### config.mk
export PLATFORM = sky130hd
export DESIGN_NAME = alu_hs_flat
export DESIGN_NICKNAME = d
export VERILOG_FILES = /design/src/rtl/alu_hs_if.sv /design/src/rtl/alu_hs.sv /design/src/flat_wrapper.sv
export SDC_FILE = /design/constraint.sdc
export NUM_CORES = 1
export LEC_CHECK = 0
export ABC_AREA = 1
export BUFFER_PORTS_ARGS = -buffer_cell sky130_fd_sc_hd__buf_2
export CORE_AREA = 2 2 233 235
export CTS_BUF_LIST = sky130_fd_sc_hd__clkbuf_2
export DETAILED_ROUTE_END_ITERATION = 7
export DIE_AREA = 0 0 235 237
export PLACE_DENSITY = 0.53
export SKIP_LAST_GASP = 1
export SYNTH_ARGS = -nofsm -noshare
export SYNTH_HDL_FRONTEND = slang
export SYNTH_SLANG_ARGS = --single-unit
### constraint.sdc
create_clock -name i_clk -period 21.4 [get_ports i_clk]
set_clock_uncertainty 0.2 [all_clocks]
set_input_delay 3.21 -clock i_clk [delete_from_list [all_inputs] [get_ports i_clk]]
set_output_delay 3.21 -clock i_clk [all_outputs]
set_load 0.01 [all_outputs]
### src/rtl/alu_hs_if.sv
// rtl/alu_hs_if.sv - operand/result handshake bundle for the fixed-point ALU
interface alu_hs_if #(
  parameter int DATA_W = 16,
  parameter int INST_W = 4
);
  logic              i_valid;
  logic              o_ready;
  logic [DATA_W-1:0] i_data_a;
  logic [DATA_W-1:0] i_data_b;
  logic [INST_W-1:0] i_inst;
  logic              o_valid;
  logic              i_ready;
  logic [DATA_W-1:0] o_data;
  logic              o_ovf;

  modport slave (
    input  i_valid, i_data_a, i_data_b, i_inst, i_ready,
    output o_ready, o_valid, o_data, o_ovf
  );

  modport master (
    output i_valid, i_data_a, i_data_b, i_inst, i_ready,
    input  o_ready, o_valid, o_data, o_ovf
  );
endinterface

### src/rtl/alu_hs.sv
// rtl/alu_hs.sv - valid/ready fixed-point ALU with saturation, MAC and iterative LRCW/LFSR
module alu_hs #(
  parameter int INT_W  = 6,
  parameter int FRAC_W = 10,
  parameter int INST_W = 4,
  parameter int DATA_W = INT_W + FRAC_W,
  parameter int CNT_W  = $clog2(DATA_W) + 1,
  parameter logic [DATA_W-1:0] LFSR_TAPS = 16'hB400
) (
  input  logic     i_clk,
  input  logic     i_rst,
  alu_hs_if.slave  bus
);
  localparam int WW = 2 * DATA_W + 1;

  localparam logic [DATA_W-1:0] SAT_MAX = {1'b0, {(DATA_W-1){1'b1}}};
  localparam logic [DATA_W-1:0] SAT_MIN = {1'b1, {(DATA_W-1){1'b0}}};
  localparam logic signed [WW-1:0] WMAX = {{(DATA_W+2){1'b0}}, {(DATA_W-1){1'b1}}};
  localparam logic signed [WW-1:0] WMIN = {{(DATA_W+2){1'b1}}, {(DATA_W-1){1'b0}}};
  localparam logic signed [WW-1:0] RND  = WW'(2 ** (FRAC_W - 1));

  localparam logic [INST_W-1:0] OP_ADD  = INST_W'(0);
  localparam logic [INST_W-1:0] OP_SUB  = INST_W'(1);
  localparam logic [INST_W-1:0] OP_MUL  = INST_W'(2);
  localparam logic [INST_W-1:0] OP_MAC  = INST_W'(3);
  localparam logic [INST_W-1:0] OP_MACC = INST_W'(4);
  localparam logic [INST_W-1:0] OP_CLZ  = INST_W'(5);
  localparam logic [INST_W-1:0] OP_LRCW = INST_W'(6);
  localparam logic [INST_W-1:0] OP_LFSR = INST_W'(7);
  localparam logic [INST_W-1:0] OP_MIN  = INST_W'(8);
  localparam logic [INST_W-1:0] OP_MAX  = INST_W'(9);
  localparam logic [INST_W-1:0] OP_ABS  = INST_W'(10);

  typedef enum logic [1:0] {S_IDLE, S_EXEC, S_ITER, S_DONE} state_t;

  state_t            state;
  logic              ready_q, valid_q, ovf_q, lfsr_q;
  logic [DATA_W-1:0] data_q, a_q, b_q, acc_q, w_q;
  logic [INST_W-1:0] inst_q;
  logic [CNT_W-1:0]  cnt_q;

  // Sign-extend an operand into the wide arithmetic domain.
  function automatic logic signed [WW-1:0] sx(input logic [DATA_W-1:0] v);
    return {{(DATA_W+1){v[DATA_W-1]}}, v};
  endfunction

  // Clamp a wide value into DATA_W; top bit of the return is the clamp flag.
  function automatic logic [DATA_W:0] sat(input logic signed [WW-1:0] v);
    if (v > WMAX)      return {1'b1, SAT_MAX};
    else if (v < WMIN) return {1'b1, SAT_MIN};
    else               return {1'b0, v[DATA_W-1:0]};
  endfunction

  function automatic logic [DATA_W-1:0] clz(input logic [DATA_W-1:0] v);
    logic [DATA_W-1:0] n;
    logic seen;
    n = '0;
    seen = 1'b0;
    for (int i = DATA_W - 1; i >= 0; i--) begin
      if (v[i]) seen = 1'b1;
      else if (!seen) n = n + DATA_W'(1);
    end
    return n;
  endfunction

  function automatic logic [CNT_W-1:0] popcount(input logic [DATA_W-1:0] v);
    logic [CNT_W-1:0] n;
    n = '0;
    for (int i = 0; i < DATA_W; i++) begin
      if (v[i]) n = n + CNT_W'(1);
    end
    return n;
  endfunction

  logic signed [WW-1:0] prod_w, rnd_w, mul_w, add_w, sub_w, mac_w;
  logic [DATA_W:0]      add_s, sub_s, mul_s, mac_s;
  logic [DATA_W-1:0]    ex_res, ex_w, w_next;
  logic                 ex_ovf, ex_acc_wr, ex_iter, ex_lfsr;
  logic [CNT_W-1:0]     ex_n;

  // Datapath for the EXEC cycle, operating on the latched operands.
  always_comb begin
    add_w  = sx(a_q) + sx(b_q);
    sub_w  = sx(a_q) - sx(b_q);
    prod_w = sx(a_q) * sx(b_q);
    rnd_w  = prod_w + RND;
    mul_w  = rnd_w >>> FRAC_W;
    add_s  = sat(add_w);
    sub_s  = sat(sub_w);
    mul_s  = sat(mul_w);
    mac_w  = sx(acc_q) + sx(mul_s[DATA_W-1:0]);
    mac_s  = sat(mac_w);

    ex_res    = '0;
    ex_ovf    = 1'b0;
    ex_acc_wr = 1'b0;
    ex_iter   = 1'b0;
    ex_lfsr   = 1'b0;
    ex_w      = '0;
    ex_n      = '0;
    case (inst_q)
      OP_ADD:  {ex_ovf, ex_res} = add_s;
      OP_SUB:  {ex_ovf, ex_res} = sub_s;
      OP_MUL:  {ex_ovf, ex_res} = mul_s;
      OP_MAC: begin
        ex_res    = mac_s[DATA_W-1:0];
        ex_ovf    = mac_s[DATA_W] | mul_s[DATA_W];
        ex_acc_wr = 1'b1;
      end
      OP_MACC: begin
        {ex_ovf, ex_res} = mul_s;
        ex_acc_wr = 1'b1;
      end
      OP_CLZ:  ex_res = clz(a_q);
      OP_LRCW: begin
        ex_iter = 1'b1;
        ex_w    = b_q;
        ex_n    = popcount(a_q);
      end
      OP_LFSR: begin
        ex_iter = 1'b1;
        ex_lfsr = 1'b1;
        ex_w    = a_q;
        ex_n    = b_q[CNT_W-1:0];
      end
      OP_MIN:  ex_res = ($signed(a_q) < $signed(b_q)) ? a_q : b_q;
      OP_MAX:  ex_res = ($signed(a_q) > $signed(b_q)) ? a_q : b_q;
      OP_ABS: begin
        if (a_q == SAT_MIN) begin
          ex_res = SAT_MAX;
          ex_ovf = 1'b1;
        end else begin
          ex_res = a_q[DATA_W-1] ? (~a_q + DATA_W'(1)) : a_q;
        end
      end
      default: ex_res = '0;
    endcase

    w_next = lfsr_q ? {w_q[DATA_W-2:0], ^(w_q & LFSR_TAPS)}
                    : {w_q[DATA_W-2:0], ~w_q[DATA_W-1]};
  end

  // Control FSM with registered handshake and result outputs.
  always_ff @(posedge i_clk) begin
    if (i_rst) begin
      state   <= S_IDLE;
      ready_q <= 1'b1;
      valid_q <= 1'b0;
      data_q  <= '0;
      ovf_q   <= 1'b0;
      acc_q   <= '0;
      cnt_q   <= '0;
      w_q     <= '0;
      lfsr_q  <= 1'b0;
      a_q     <= '0;
      b_q     <= '0;
      inst_q  <= '0;
    end else begin
      case (state)
        S_IDLE: begin
          if (bus.i_valid && ready_q) begin
            a_q     <= bus.i_data_a;
            b_q     <= bus.i_data_b;
            inst_q  <= bus.i_inst;
            ready_q <= 1'b0;
            state   <= S_EXEC;
          end
        end
        S_EXEC: begin
          if (ex_iter) begin
            w_q    <= ex_w;
            cnt_q  <= ex_n;
            lfsr_q <= ex_lfsr;
            if (ex_n == '0) begin
              data_q  <= ex_w;
              ovf_q   <= 1'b0;
              valid_q <= 1'b1;
              state   <= S_DONE;
            end else begin
              state <= S_ITER;
            end
          end else begin
            data_q  <= ex_res;
            ovf_q   <= ex_ovf;
            valid_q <= 1'b1;
            if (ex_acc_wr) acc_q <= ex_res;
            state <= S_DONE;
          end
        end
        S_ITER: begin
          // The final step's value goes straight to the output register.
          w_q   <= w_next;
          cnt_q <= cnt_q - CNT_W'(1);
          if (cnt_q == CNT_W'(1)) begin
            data_q  <= w_next;
            ovf_q   <= 1'b0;
            valid_q <= 1'b1;
            state   <= S_DONE;
          end
        end
        S_DONE: begin
          if (bus.i_ready) begin
            valid_q <= 1'b0;
            ready_q <= 1'b1;
            state   <= S_IDLE;
          end
        end
        default: state <= S_IDLE;
      endcase
    end
  end

  assign bus.o_ready = ready_q;
  assign bus.o_valid = valid_q;
  assign bus.o_data  = data_q;
  assign bus.o_ovf   = ovf_q;
endmodule

### src/flat_wrapper.sv
// flat-port wrapper written by rule: the top's interface ports become plain ports
module alu_hs_flat 
#(
  parameter int INT_W  = 6,
  parameter int FRAC_W = 10,
  parameter int INST_W = 4,
  parameter int DATA_W = INT_W + FRAC_W,
  parameter int CNT_W  = $clog2(DATA_W) + 1,
  parameter logic [DATA_W-1:0] LFSR_TAPS = 16'hB400
)
  (i_clk, i_rst, bus_i_valid, bus_i_data_a, bus_i_data_b, bus_i_inst, bus_i_ready, bus_o_ready, bus_o_valid, bus_o_data, bus_o_ovf);
  alu_hs_if #(.DATA_W(DATA_W), .INST_W(INST_W)) bus_i ();
  input  logic i_clk;
  input  logic i_rst;
  input wire logic [$bits(bus_i.i_valid)-1:0] bus_i_valid;
  input wire logic [$bits(bus_i.i_data_a)-1:0] bus_i_data_a;
  input wire logic [$bits(bus_i.i_data_b)-1:0] bus_i_data_b;
  input wire logic [$bits(bus_i.i_inst)-1:0] bus_i_inst;
  input wire logic [$bits(bus_i.i_ready)-1:0] bus_i_ready;
  output wire logic [$bits(bus_i.o_ready)-1:0] bus_o_ready;
  output wire logic [$bits(bus_i.o_valid)-1:0] bus_o_valid;
  output wire logic [$bits(bus_i.o_data)-1:0] bus_o_data;
  output wire logic [$bits(bus_i.o_ovf)-1:0] bus_o_ovf;
  assign bus_i.i_valid = bus_i_valid;
  assign bus_i.i_data_a = bus_i_data_a;
  assign bus_i.i_data_b = bus_i_data_b;
  assign bus_i.i_inst = bus_i_inst;
  assign bus_i.i_ready = bus_i_ready;
  assign bus_o_ready = bus_i.o_ready;
  assign bus_o_valid = bus_i.o_valid;
  assign bus_o_data = bus_i.o_data;
  assign bus_o_ovf = bus_i.o_ovf;
  alu_hs #(.INT_W(INT_W), .FRAC_W(FRAC_W), .INST_W(INST_W), .DATA_W(DATA_W), .CNT_W(CNT_W), .LFSR_TAPS(LFSR_TAPS)) u_core (.i_clk(i_clk), .i_rst(i_rst), .bus(bus_i));
endmodule
==> Word level (Yosys, flattened, before mapping) <==
Index checks and enable logic that the tools add are counted.
{ "word_totals": {"input_bits": 40, "wordCells": 256, "output_inout_bits": 19, "reg_bits": 95} }
{ "op_classes": {"add_sub_neg": 36, "order_cmp": 10, "bitwise": 4, "multipliers": 1, "mux": 154, "eq_ne": 20, "n_reduce_logical": 19} }
{ "op_table": {"columns": ["cell", "n"], "rows": [
  ["$mux W16", 53],
  ["$add A16 B1 Y16 const B", 16],
  ["$mux W5", 31],
  ["$mux W17", 8],
  ["$pmux W16 S8", 1],
  ["$gt A33 B16 Y1 const B", 3],
  ["$lt A33 B16 Y1 const B", 3],
  ["$pmux W16 S2", 3],
  ["$add A5 B1 Y5 const B", 15],
  ["$mux W1", 48],
  ["$add A16 B16 Y17", 2],
  ["$add A32 B11 Y33 const B", 1],
  ["$mul A16 B16 Y32", 1],
  ["$gt A23 B16 Y1 const B", 1],
  ["$lt A23 B16 Y1 const B", 1],
  ["$pmux W5 S2", 2],
  ["$sub A16 B16 Y17", 1],
  ["$eq A16 B16 Y1 const B", 1],
  ["$eq A4 B3 Y1 const B", 4],
  ["$gt A16 B16 Y1", 1],
  ["$lt A16 B16 Y1", 1],
  ["$not A16 Y16", 1],
  ["$reduce_xor A16 Y1", 1],
  ["$eq A4 B4 Y1 const B", 3],
  ["other kinds (26)", 42]
]} }

==> Logic depth before layout (Yosys ltp) <==
Gate-level depths: netlist of the first run.
{ "depth": {"depth_word": 64, "depth_mapped": 60, "depth_no_buf": 58} }

==> Worst setup path before layout of the first run <==
No wires, ideal clock.
{ "synth_path": {"path_kind": "register to register", "from": "register u_core.a_q[15]", "to": "register u_core.data_q[14], in the netlist u_core.bus.o_data[14]", "required_time_ns": 21.088, "n_path_buf": 5, "arrival_time_ns": 9.806, "synth_period_minus_slack_ns": 10.117, "stages_incl_launch_ff": 51, "slack_ns": 11.283, "path_cell_list": "dfxtp_1 > buf_2 > buf_1 > buf_1 > clkbuf_1 > nand2_1 > inv_1 > fa_1 > fa_1 > inv_1 > fa_1 > inv_1 > fa_1 > fa_1 > fa_1 > ha_1 > nand2_1 > nor2_1 > [15 not listed] > o21ai_0 > a21oi_1 > o21bai_1 > nand3_1 > nand2_1 > a21oi_1 > o21ai_0 > a21oi_1 > o21ai_0 > nand3_1 > nand2_1 > xor2_1 > a21oi_1 > o2111ai_1 > nor3_1 > a21oi_1 > nor2_1 > nor2_1"} }
{ "synth_between": {"elab_chain_len": 64, "elab_cells_between_ends": 127, "classes_between": "19 x add/sub; 1 x mul; 10 x order compare; 2 x eq/ne; 93 x mux; 2 x reduce/logical"} }
{ "synth_rtl": {"columns": ["element", "line", "text"], "rows": [
  ["start: declaration", "alu_hs.sv:38", "logic [DATA_W-1:0] data_q, a_q, b_q, acc_q, w_q;"],
  ["start signal: assignment", "alu_hs.sv:162", "a_q <= bus.i_data_a;"],
  ["$mux W1", "alu_hs.sv:60", "if (v[i]) seen = 1'b1;"],
  ["$mux W16", "alu_hs.sv:101", "case (inst_q)"],
  ["$add A16 B1 Y16", "alu_hs.sv:61", "else if (!seen) n = n + DATA_W'(1);"],
  ["$mux W16", "alu_hs.sv:61", null],
  ["$mux W16", "alu_hs.sv:60", null],
  ["$mux W16", "alu_hs.sv:101", null],
  ["$add A16 B1 Y16", "alu_hs.sv:61", null],
  ["$mux W16", "alu_hs.sv:61", null],
  ["[48 not listed]", null, null],
  ["$mux W16", "alu_hs.sv:60", null],
  ["$mux W16", "alu_hs.sv:101", null],
  ["$add A16 B1 Y16", "alu_hs.sv:61", null],
  ["$mux W16", "alu_hs.sv:61", null],
  ["$mux W16", "alu_hs.sv:60", null],
  ["$pmux W16 S8", "alu_hs.sv:101", null],
  ["$mux W16", "alu_hs.sv:170", "if (ex_iter) begin"],
  ["$pmux W16 S2", "alu_hs.sv:159", "case (state)"],
  ["end signal: assignment", "alu_hs.sv:175", "data_q <= ex_w;"],
  ["end signal: assignment", "alu_hs.sv:183", "data_q <= ex_res;"],
  ["end signal: assignment", "alu_hs.sv:195", "data_q <= w_next;"],
  ["end: declaration", "alu_hs.sv:38", null]
]} }
Several ways; a longest one is shown, not always the timed one. The select of a mux whose other input is x is not followed.
A chain may end at the register's enable or synchronous reset.

==> Worst setup path after layout of the first run <==
{ "layout_path": {"from": "register u_core.a_q[0]", "to": "register u_core.ovf_q, in the netlist u_core.bus.o_ovf"} }
{ "layout_between": {"elab_chain_len": 50, "elab_cells_between_ends": 77, "classes_between": "19 x add/sub; 1 x mul; 8 x order compare; 2 x eq/ne; 44 x mux; 1 x bitwise; 2 x reduce/logical"} }
{ "layout_rtl": {"columns": ["element", "line", "text"], "rows": [
  ["$mux W1", "alu_hs.sv:70", "if (v[i]) n = n + CNT_W'(1);"],
  ["$mux W5", "alu_hs.sv:101", null],
  ["$add A5 B1 Y5", "alu_hs.sv:70", null],
  ["$mux W5", "alu_hs.sv:70", null],
  ["$mux W5", "alu_hs.sv:101", null],
  ["$add A5 B1 Y5", "alu_hs.sv:70", null],
  ["$mux W5", "alu_hs.sv:70", null],
  ["$mux W5", "alu_hs.sv:101", null],
  ["[34 not listed]", null, null],
  ["$mux W5", "alu_hs.sv:70", null],
  ["$mux W5", "alu_hs.sv:101", null],
  ["$add A5 B1 Y5", "alu_hs.sv:70", null],
  ["$mux W5", "alu_hs.sv:70", null],
  ["$pmux W5 S2", "alu_hs.sv:101", null],
  ["$logic_not A5 Y1", "alu_hs.sv:174", "if (ex_n == '0) begin"],
  ["$ne A3 B3 Y1 (no line)", null, null],
  ["$reduce_and A3 Y1 (no line)", null, null],
  ["end signal: assignment", "alu_hs.sv:184", "ovf_q <= ex_ovf;"],
  ["end: declaration", "alu_hs.sv:37", "logic ready_q, valid_q, ovf_q, lfsr_q;"]
]} }
Several ways; a longest one is shown, not always the timed one. The select of a mux whose other input is x is not followed.

==> results of run 1 <==
through the flow:
step / hold WS (ns) / cell area, um^2 / setup WS [ns] / util (%) / cells
after floorplan: 0.245 / 21100 / 11.28 / - / 3066
after global placement: 0.246 / 22000 / 9.54 / 41.2 / 3728
after detailed placement: 0.248 / 22000 / 9.35 / 41.2 / 3728
after CTS: 0.281 / 22100 / 9.34 / 41.5 / 3744
after global routing: 0.300 / 22100 / 8.41 / 41.5 / 3746
final: 0.279 / 22100 / 9.28 / 41.5 / 3746
state kept, by name, summed over array words and instances, names as in the netlist:
signal              cells
u_core.a_q             16
u_core.acc_q           16
u_core.b_q             16
u_core.bus.o_data      16
u_core.w_q             16
u_core.cnt_q            5
u_core.inst_q           4
u_core.state            2
u_core.bus.o_ovf        1
u_core.bus.o_ready      1
u_core.bus.o_valid      1
u_core.lfsr_q           1
final timing paths:
kind / startpoint / to / slack, ns
setup reg to reg: u_core.a_q[0]$_SDFFE_PP0P_ / u_core.bus.o_ovf$_SDFFE_PP0P_ / 9.28
hold / removal: u_core.bus.o_valid$_SDFFE_PP0P_ / u_core.bus.o_valid$_SDFFE_PP0P_ / 0.28
hold reg to reg: u_core.bus.o_valid$_SDFFE_PP0P_ / u_core.bus.o_valid$_SDFFE_PP0P_ / 0.28
setup / recovery: u_core.a_q[0]$_SDFFE_PP0P_ / u_core.bus.o_ovf$_SDFFE_PP0P_ / 9.28
cell families (layout without fill, tap and decap cells):
| logic type | after synthesis | count (layout) | synth area share [%] |
|---|---|---|---|
| AND/OR/NAND/NOR | 1169 | 1169 | 24.8 |
| buffers and inverters | 805 | 787 | 14.6 |
| AO/OA/AOI/OAI | 484 | 484 | 12.9 |
| adder cells (fa/ha/maj) | 432 | 432 | 35.3 |
| flip-flops | 95 | 95 | 9.03 |
| XOR/XNOR | 81 | 81 | 3.37 |
| other | 0 | 2 | 0 |
layout by cell type, fill, tap and decap left out, drive strengths merged, types with 39 or more instances in the layout:
cell   instances
nand2        741
inv          676
fa           270
nor2         210
a21oi        207
ha           162
o21ai        157
nand3        123
dfxtp         95
buf           90
xor2          62
nand4         39
metal layers:
| metal | vias to the layer above | share of wire (%) | wire (um) | global-route usage (%) |
|---|---|---|---|---|
| met2 | 620 | 47 | 33600 | 42.6 |
| met5 | - | 0 | 0 | 0 |
| met3 | 79 | 6.1 | 4380 | 3.25 |
| li1 | 9438 | - | - | - |
| met4 | 0 | 2.3 | 1670 | 6.31 |
| met1 | 9444 | 45 | 32500 | 36.5 |
worst max-delay path, delay by kind of cell, from the launching register on:
kind / cells / cell delay, ns
AO/OA/AOI/OAI: 12 / 3.55
XOR/XNOR: 2 / 0.34
adder cells (fa/ha/maj): 9 / 4.06
buffers and inverters: 7 / 0.97
flip-flops: 1 / 1.01
AND/OR/NAND/NOR: 14 / 1.94
cell type report:
type	instances	area (um^2)
fill	5636	31200
timing repair buffer	90	531
tap	696	871
antenna	2	5.00
inverter	681	2560
multi-input combinational	2166	16100
clock buffer	9	45.0
sequential	95	1900
clock inverter	7	86.3
==> metrics.yaml, run 1 <==
detailed_routing:
  drtIter0Drc: 1572
  wl_per_cell_um: 19.3
  firstDrtPassIters: 5
  route.detailed.drc: 0
  antenna_left: 0
  dr_total_vias: 19600
  routed_wl_um: 72200
  viasPerCell: 5.23
hold_path:
  hold_class: "reg2reg"
  hold_depth: 2
timing:
  worstMarginPinSlew_ns: 1.13
  min_period_ns: 12.12
  report.final.slew_viol_count: 0
  period_share_pct: 56.7
  rsz0062_at_grt: "no"
  max_slew_margin_pct: 24.5
  hold_viol: 0
  setup_viol: 0
  timing.fmax_mhz: 82.5
  final.setup.tns_ns: 0
worst_setup_path:
  cp_slowest_stage_delay_ns: 1.01
  cp_max_fo: 20
  crit_required_ns: 21.90
  crit_type: "reg2reg"
  cpMaxStageDelayCell: "dfxtp_1"
  cp-end-kind: "flip-flop"
  critPathMostFrequentCell: "nand2_1"
  arrival_ns: 12.63
  startpoint_type: "flip-flop"
  reg2regPathDepth: 44
clock_tree:
  postCtsHoldBufs: 0
  postCtsResizedCells: 0
  clk_latency_ns: 0.81
  clockBufferDepth: 2
  cts_setup_buffers: 0
  cts_tree: "yes"
  htree_levels: 3
  cts_root_buffer: "clkbuf_2"
  clk_pin_slew_ns: 0.33
  cts_sinks: 95
  cts_buffers: 9
placement:
  numPortBuffers: 58
  gp_congestion: 0.947
  place_hpwl_um: 58700
final_layout:
  final_nets: 3515
  syn2layout_area_growth_pct: 4.89
  drive_above_1_share_pct: 7.58
die:
  core_mm2: 0.0533
  rows: 85
  die-area_mm2: 0.0557
  start_util_pct: 39.5
  io_pins: 59
  die_width_um: 235
  fp.dieH_um: 237
grt:
  antenna_found_initial: 1
  grt_max_degree: 86
  grt_pass1_wl_um: 112000
  gr-total-overflow: 0
  track_usage_pct: 26.0
  grt_pass1_vias: 19000
status:
  outcome: "finished clean"
synthesis:
  yosysSeqAreaShare_pct: 9.03
  ys_async_sr_fraction_pct: 0
  synth_common_cells: "nand2_1, inv_1, fa_1"
  netlist_area_mm2: 0.0211
  yosysWarnings: 0
  netlist.area_leader.share_pct: 25.7
  synthDistinctLibCells: 56
  yosysMostFrequentCell: "nand2_1"
  syn_nets: 3538
  netlist_instances: 3066
  synth_area_leader_cell: "fa_1"
  yosys_most_used_dff: "dfxtp_1"
  synth-edff-count: 0
  ys_top_cells_by_area: "fa_1, nand2_1, inv_1, ha_1, dfxtp_1"
  ys_seq_elements: 95
  avgSynthCellArea_um2: 6.87
job:
  maxCapViolations: 0
Power of run 1 is left out: the tool's default activity adds up to more than one toggle a clock period on the data nets, which glitch-free logic cannot reach.
==> run 2, diff against run 1 <==
==> constraint.sdc (replaced) <==
create_clock -name i_clk -period 12.3 [get_ports i_clk]
set_clock_uncertainty 0.2 [all_clocks]
set_input_delay 1.845 -clock i_clk [delete_from_list [all_inputs] [get_ports i_clk]]
set_output_delay 1.845 -clock i_clk [all_outputs]
set_load 0.01 [all_outputs]
==> run 2 against run 1 <==
Sequential cell count unchanged; utilization up 0.19 points; cell area up 0.47%; die area unchanged; first-iteration DRC count up 8.3%; critical endpoint is now u_core.bus.o_data[9]$_SDFFE_PP0P_; largest cell class unchanged; highest routed layer is now met5.
==> metrics.yaml, run 2 (synthesis gave the netlist of run 1 again) <==
status:
  outcome: "finished clean"
timing:
  report.final.slew_viol_count: 0
  min_period_ns: 11.47
  max_slew_margin_pct: 31.3
  setup_ws_ns: 0.826
  period_share_pct: 93.3
  timing.fmax_mhz: 87.2
  final.setup.tns_ns: 0
  setup_viol: 0
  hold_viol: 0
  rsz0062_at_grt: "no"
  worstMarginPinSlew_ns: 1.03
die:
  die_width_um: 235
  core_mm2: 0.0533
  io_pins: 59
  fp.dieH_um: 237
  die-area_mm2: 0.0557
  start_util_pct: 39.5
  rows: 85
worst_setup_path:
  startpoint: "u_core.a_q[4]$_SDFFE_PP0P_"
  cp_slowest_stage_delay_ns: 0.93
  cp_max_fo: 16
  timing.rr.start: "u_core.a_q[4]$_SDFFE_PP0P_"
  crit_buf_inv: 7
  path_delay_family: "adder cells"
  crit_type: "reg2reg"
  crit_required_ns: 12.84
  arrival_ns: 12.01
  cp-end-kind: "flip-flop"
  startpoint_type: "flip-flop"
  critPathMostFrequentCell: "nand2_1"
  cpMaxStageDelayCell: "dfxtp_1"
grt:
  gr-total-overflow: 0
  track_usage_pct: 27.0
  antenna_found_initial: 2
  grt_pass1_wl_um: 116000
  grt_pass1_vias: 19400
  grt_max_degree: 86
clock_tree:
  cts_buffers: 9
  htree_levels: 3
  clk_pin_slew_ns: 0.37
  postCtsHoldBufs: 0
  cts_tree: "yes"
  cts_setup_buffers: 0
  cts_sinks: 95
  clk_latency_ns: 0.77
  clockBufferDepth: 2
  cts_root_buffer: "clkbuf_2"
detailed_routing:
  routed_wl_um: 75300
  viasPerCell: 5.27
  wl_per_cell_um: 20.0
  drtIter0Drc: 1702
  firstDrtPassIters: 6
  route.detailed.drc: 0
  dr_total_vias: 19800
  antenna_left: 0
final_layout:
  nFillCells: 5692
  layout_commonest_cell: "nand2_1"
  most-common-layout-cells: "nand2_1, inv_1, fa_1, a21oi_1, nor2_1"
  drive_above_1_share_pct: 8.10
  final_cell_area_mm2: 0.0222
  syn2layout_area_growth_pct: 5.39
  final_nets: 3527
job:
  maxCapViolations: 0
placement:
  place_ws_ns: 0.814
  placed_area_mm2: 0.0221
  place_hpwl_um: 61200
  gp_congestion: 0.944
  numPortBuffers: 58
hold_path:
  hold_class: "reg2reg"
  hp-start: "u_core.bus.o_valid$_SDFFE_PP0P_"
-- run 2: worst register-to-register path: cells and delay by family (launching register included) --
kind,cells,cell delay [ns]
adders and majority gates,9,3.91
DFF,1,0.93
AOI/OAI and AO/OA,12,2.54
and+or+nand+nor,20,2.51
buffers and inverters,7,0.99
xor gates and xnor gates,2,0.42
-- run 2: per-layer routing --
metal	vias to the layer above	wire (um)	global-route usage [%]
li1	9463	-	-
met5	-	13	0
met4	2	1950	6.92
met1	9643	34700	38.2
met2	611	34300	43.3
met3	91	4420	3.52
-- run 2: worst paths after layout --
check / end / slack, ns / cells after the start
hold / removal: u_core.bus.o_valid$_SDFFE_PP0P_ / 0.27 / 2
setup / recovery: u_core.bus.o_data[9]$_SDFFE_PP0P_ / 0.83 / 50
setup reg to reg: u_core.bus.o_data[9]$_SDFFE_PP0P_ / 0.83 / 50
hold reg to reg: u_core.bus.o_valid$_SDFFE_PP0P_ / 0.27 / 2
-- run 2: layout make-up --
class	count	area [um^2]	area share, %
Sequential cell	95	1910	8.59
Timing Repair Buffer	102	621	2.80
Inverter	681	2560	11.5
Antenna cell	1	2.50	0.0113
Multi-Input combinational cell	2166	16100	72.5
Clock buffer	9	45.0	0.203
Clock inverter	7	97.6	0.440
Tap cell	696	871	3.92
-- run 2: through the flow --
stage	hold WS (ns)	cells	util, %
after floorplan	0.245	3066	-
after global routing	0.310	3757	41.7
after global placement	0.247	3740	41.4
after detailed placement	0.255	3740	41.4
final	0.273	3757	41.7
after CTS	0.281	3756	41.7
-- run 2: what timing repair did --
action / 4_1_cts / 5_1_grt
endpoints found under the setup margin: 0 / 20
gates resized for setup: 0 / 4
hold endpoints to repair: 0 / 0
Power of run 2 is left out for the same reason.
==> run 3, diff against run 2 <==
--- a/config.mk
+++ b/config.mk
@@ -8,7 +8,6 @@
 export ABC_AREA = 1
 export BUFFER_PORTS_ARGS = -buffer_cell sky130_fd_sc_hd__buf_2
 export CORE_AREA = 2 2 233 235
-export CTS_BUF_LIST = sky130_fd_sc_hd__clkbuf_2
 export DETAILED_ROUTE_END_ITERATION = 7
 export DIE_AREA = 0 0 235 237
 export PLACE_DENSITY = 0.53
==> run 3 against run 2 <==
Final cell count about the same; register-to-register slack better by 0.03 ns; global-route usage is essentially flat; first-iteration DRC count increased by 0.59%; worst hold slack worse by 0.014 ns; non-clock buffer count did not move; sequential share of layout area fell by 0.058 points; clock-buffer cell count unchanged; via count is essentially flat; die area unchanged; largest cell class unchanged.
==> metrics.yaml, run 3 (synthesis gave the netlist of run 1 again) <==
status:
  outcome: "finished clean"
detailed_routing:
  wl_met2_um: 34200
  firstDrtPassIters: 8
  wl_per_cell_um: 20.1
  top_layer: "met4"
  route.detailed.drc: 0
  viasPerCell: 5.28
  routed_wl_um: 75400
  antenna_left: 0
  met3_wirelength_um: 4820
  wl_met1_um: 34300
  dr_total_vias: 19800
  drtIter0Drc: 1712
worst_setup_path:
  arrival_ns: 11.57
  crit_required_ns: 12.43
  cp_slowest_stage_delay_ns: 0.89
  timing.rr.start: "u_core.a_q[4]$_SDFFE_PP0P_"
  rr_endpoint: "u_core.bus.o_data[9]$_SDFFE_PP0P_"
  crit_type: "reg2reg"
  cp_max_fo: 16
  cp-end-kind: "flip-flop"
  startpoint_type: "flip-flop"
  cpMaxStageDelayCell: "dfxtp_1"
  regToRegSetupSlack_ns: 0.86
  reg2regPathDepth: 48
final_layout:
  nFillCells: 5674
  drive_above_1_share_pct: 8.17
  regArea_mm2: 0.00191
  final_nets: 3527
  utilization_pct: 42.0
  syn2layout_area_growth_pct: 6.24
  final_cells: 3756
  most-common-layout-cells: "nand2_1, inv_1, fa_1, a21oi_1, nor2_1"
  multi_input_area_mm2: 0.0161
  layout_commonest_cell: "nand2_1"
  diodes: 0
clock_tree:
  cts_sinks: 95
  clockBufferDepth: 2
  htree_levels: 3
  cts_buffers: 9
  cts_tree: "yes"
  cts_setup_buffers: 0
  clk_latency_ns: 0.39
  cts_root_buffer: "clkbuf_16"
  clk_pin_slew_ns: 0.08
grt:
  gr-total-overflow: 0
  grt_max_degree: 86
  grt_pass1_wl_um: 115000
  grt_pass1_vias: 19400
  antenna_found_initial: 0
  track_usage_pct: 26.9
die:
  start_util_pct: 39.5
  die-area_mm2: 0.0557
  rows: 85
  fp.dieH_um: 237
  core_mm2: 0.0533
  io_pins: 59
  die_width_um: 235
timing:
  report.final.slew_viol_count: 0
  setup_ws_ns: 0.858
  setup_viol: 0
  hold_viol: 0
  timing.fmax_mhz: 87.4
  worstMarginPinSlew_ns: 0.998
  rsz0062_at_grt: "no"
  final.setup.tns_ns: 0
  min_period_ns: 11.44
  period_share_pct: 93.0
  max_slew_margin_pct: 33.2
placement:
  dpl.cell_count: 3740
  place_hpwl_um: 61200
  place_ws_ns: 0.814
  numPortBuffers: 58
  gp_congestion: 0.944
job:
  maxCapViolations: 0
hold_path:
  hold_class: "reg2reg"
  hold_depth: 2
  whs_endpoint: "u_core.bus.o_valid$_SDFFE_PP0P_"
  hp-start: "u_core.bus.o_valid$_SDFFE_PP0P_"
[run 3: how the worst max path moves through the flow]
stage,end,cells past startpoint,start
after floorplan,u_core.bus.o_data[14]$_SDFFE_PP0P_,50,u_core.a_q[15]$_SDFFE_PP0P_
after detailed placement,u_core.bus.o_data[9]$_SDFFE_PP0P_,48,u_core.a_q[3]$_SDFFE_PP0P_
after CTS,u_core.bus.o_data[9]$_SDFFE_PP0P_,50,u_core.a_q[3]$_SDFFE_PP0P_
after global placement,u_core.bus.o_data[9]$_SDFFE_PP0P_,48,u_core.a_q[3]$_SDFFE_PP0P_
final,u_core.bus.o_data[9]$_SDFFE_PP0P_,48,u_core.a_q[4]$_SDFFE_PP0P_
after global routing,u_core.bus.o_data[9]$_SDFFE_PP0P_,50,u_core.a_q[8]$_SDFFE_PP0P_
[run 3: what timing repair did]
action                     CTS  global route
setup endpoints to repair    0            18
resized for setup            0             6
hold buffers                 0             0
[run 3: worst max-delay path, delay by kind of cell, from the launching register on]
family | cells | cell delay (ns)
xor+xnor | 2 | 0.40
compound gates | 15 | 3.02
flops | 1 | 0.89
buf+inv | 5 | 0.70
fa+ha+maj | 9 | 3.89
simple gates | 17 | 2.28
[run 3: metal layers]
metal  GRT usage, %  vias up
met5              0        -
met4           6.77        0
met3           3.63       95
met2           43.4      638
met1           38.0     9639
li1               -     9457
[run 3: through the flow]
stage,hold slack [ns],cell area [um^2]
floorplan,0.245,21100
global placement,0.247,22100
detailed placement,0.255,22100
CTS,0.268,22400
global route,0.298,22400
finish,0.259,22400
[run 3: cell type report]
| cell class | count | area share, % |
|---|---|---|
| clock buffer | 9 | 1.01 |
| multi-input combinational | 2166 | 71.9 |
| inverter | 681 | 11.4 |
| timing repair buffer | 102 | 2.77 |
| tap | 696 | 3.89 |
| sequential | 95 | 8.53 |
| clock inverter | 7 | 0.436 |
Power of run 3 is left out for the same reason.
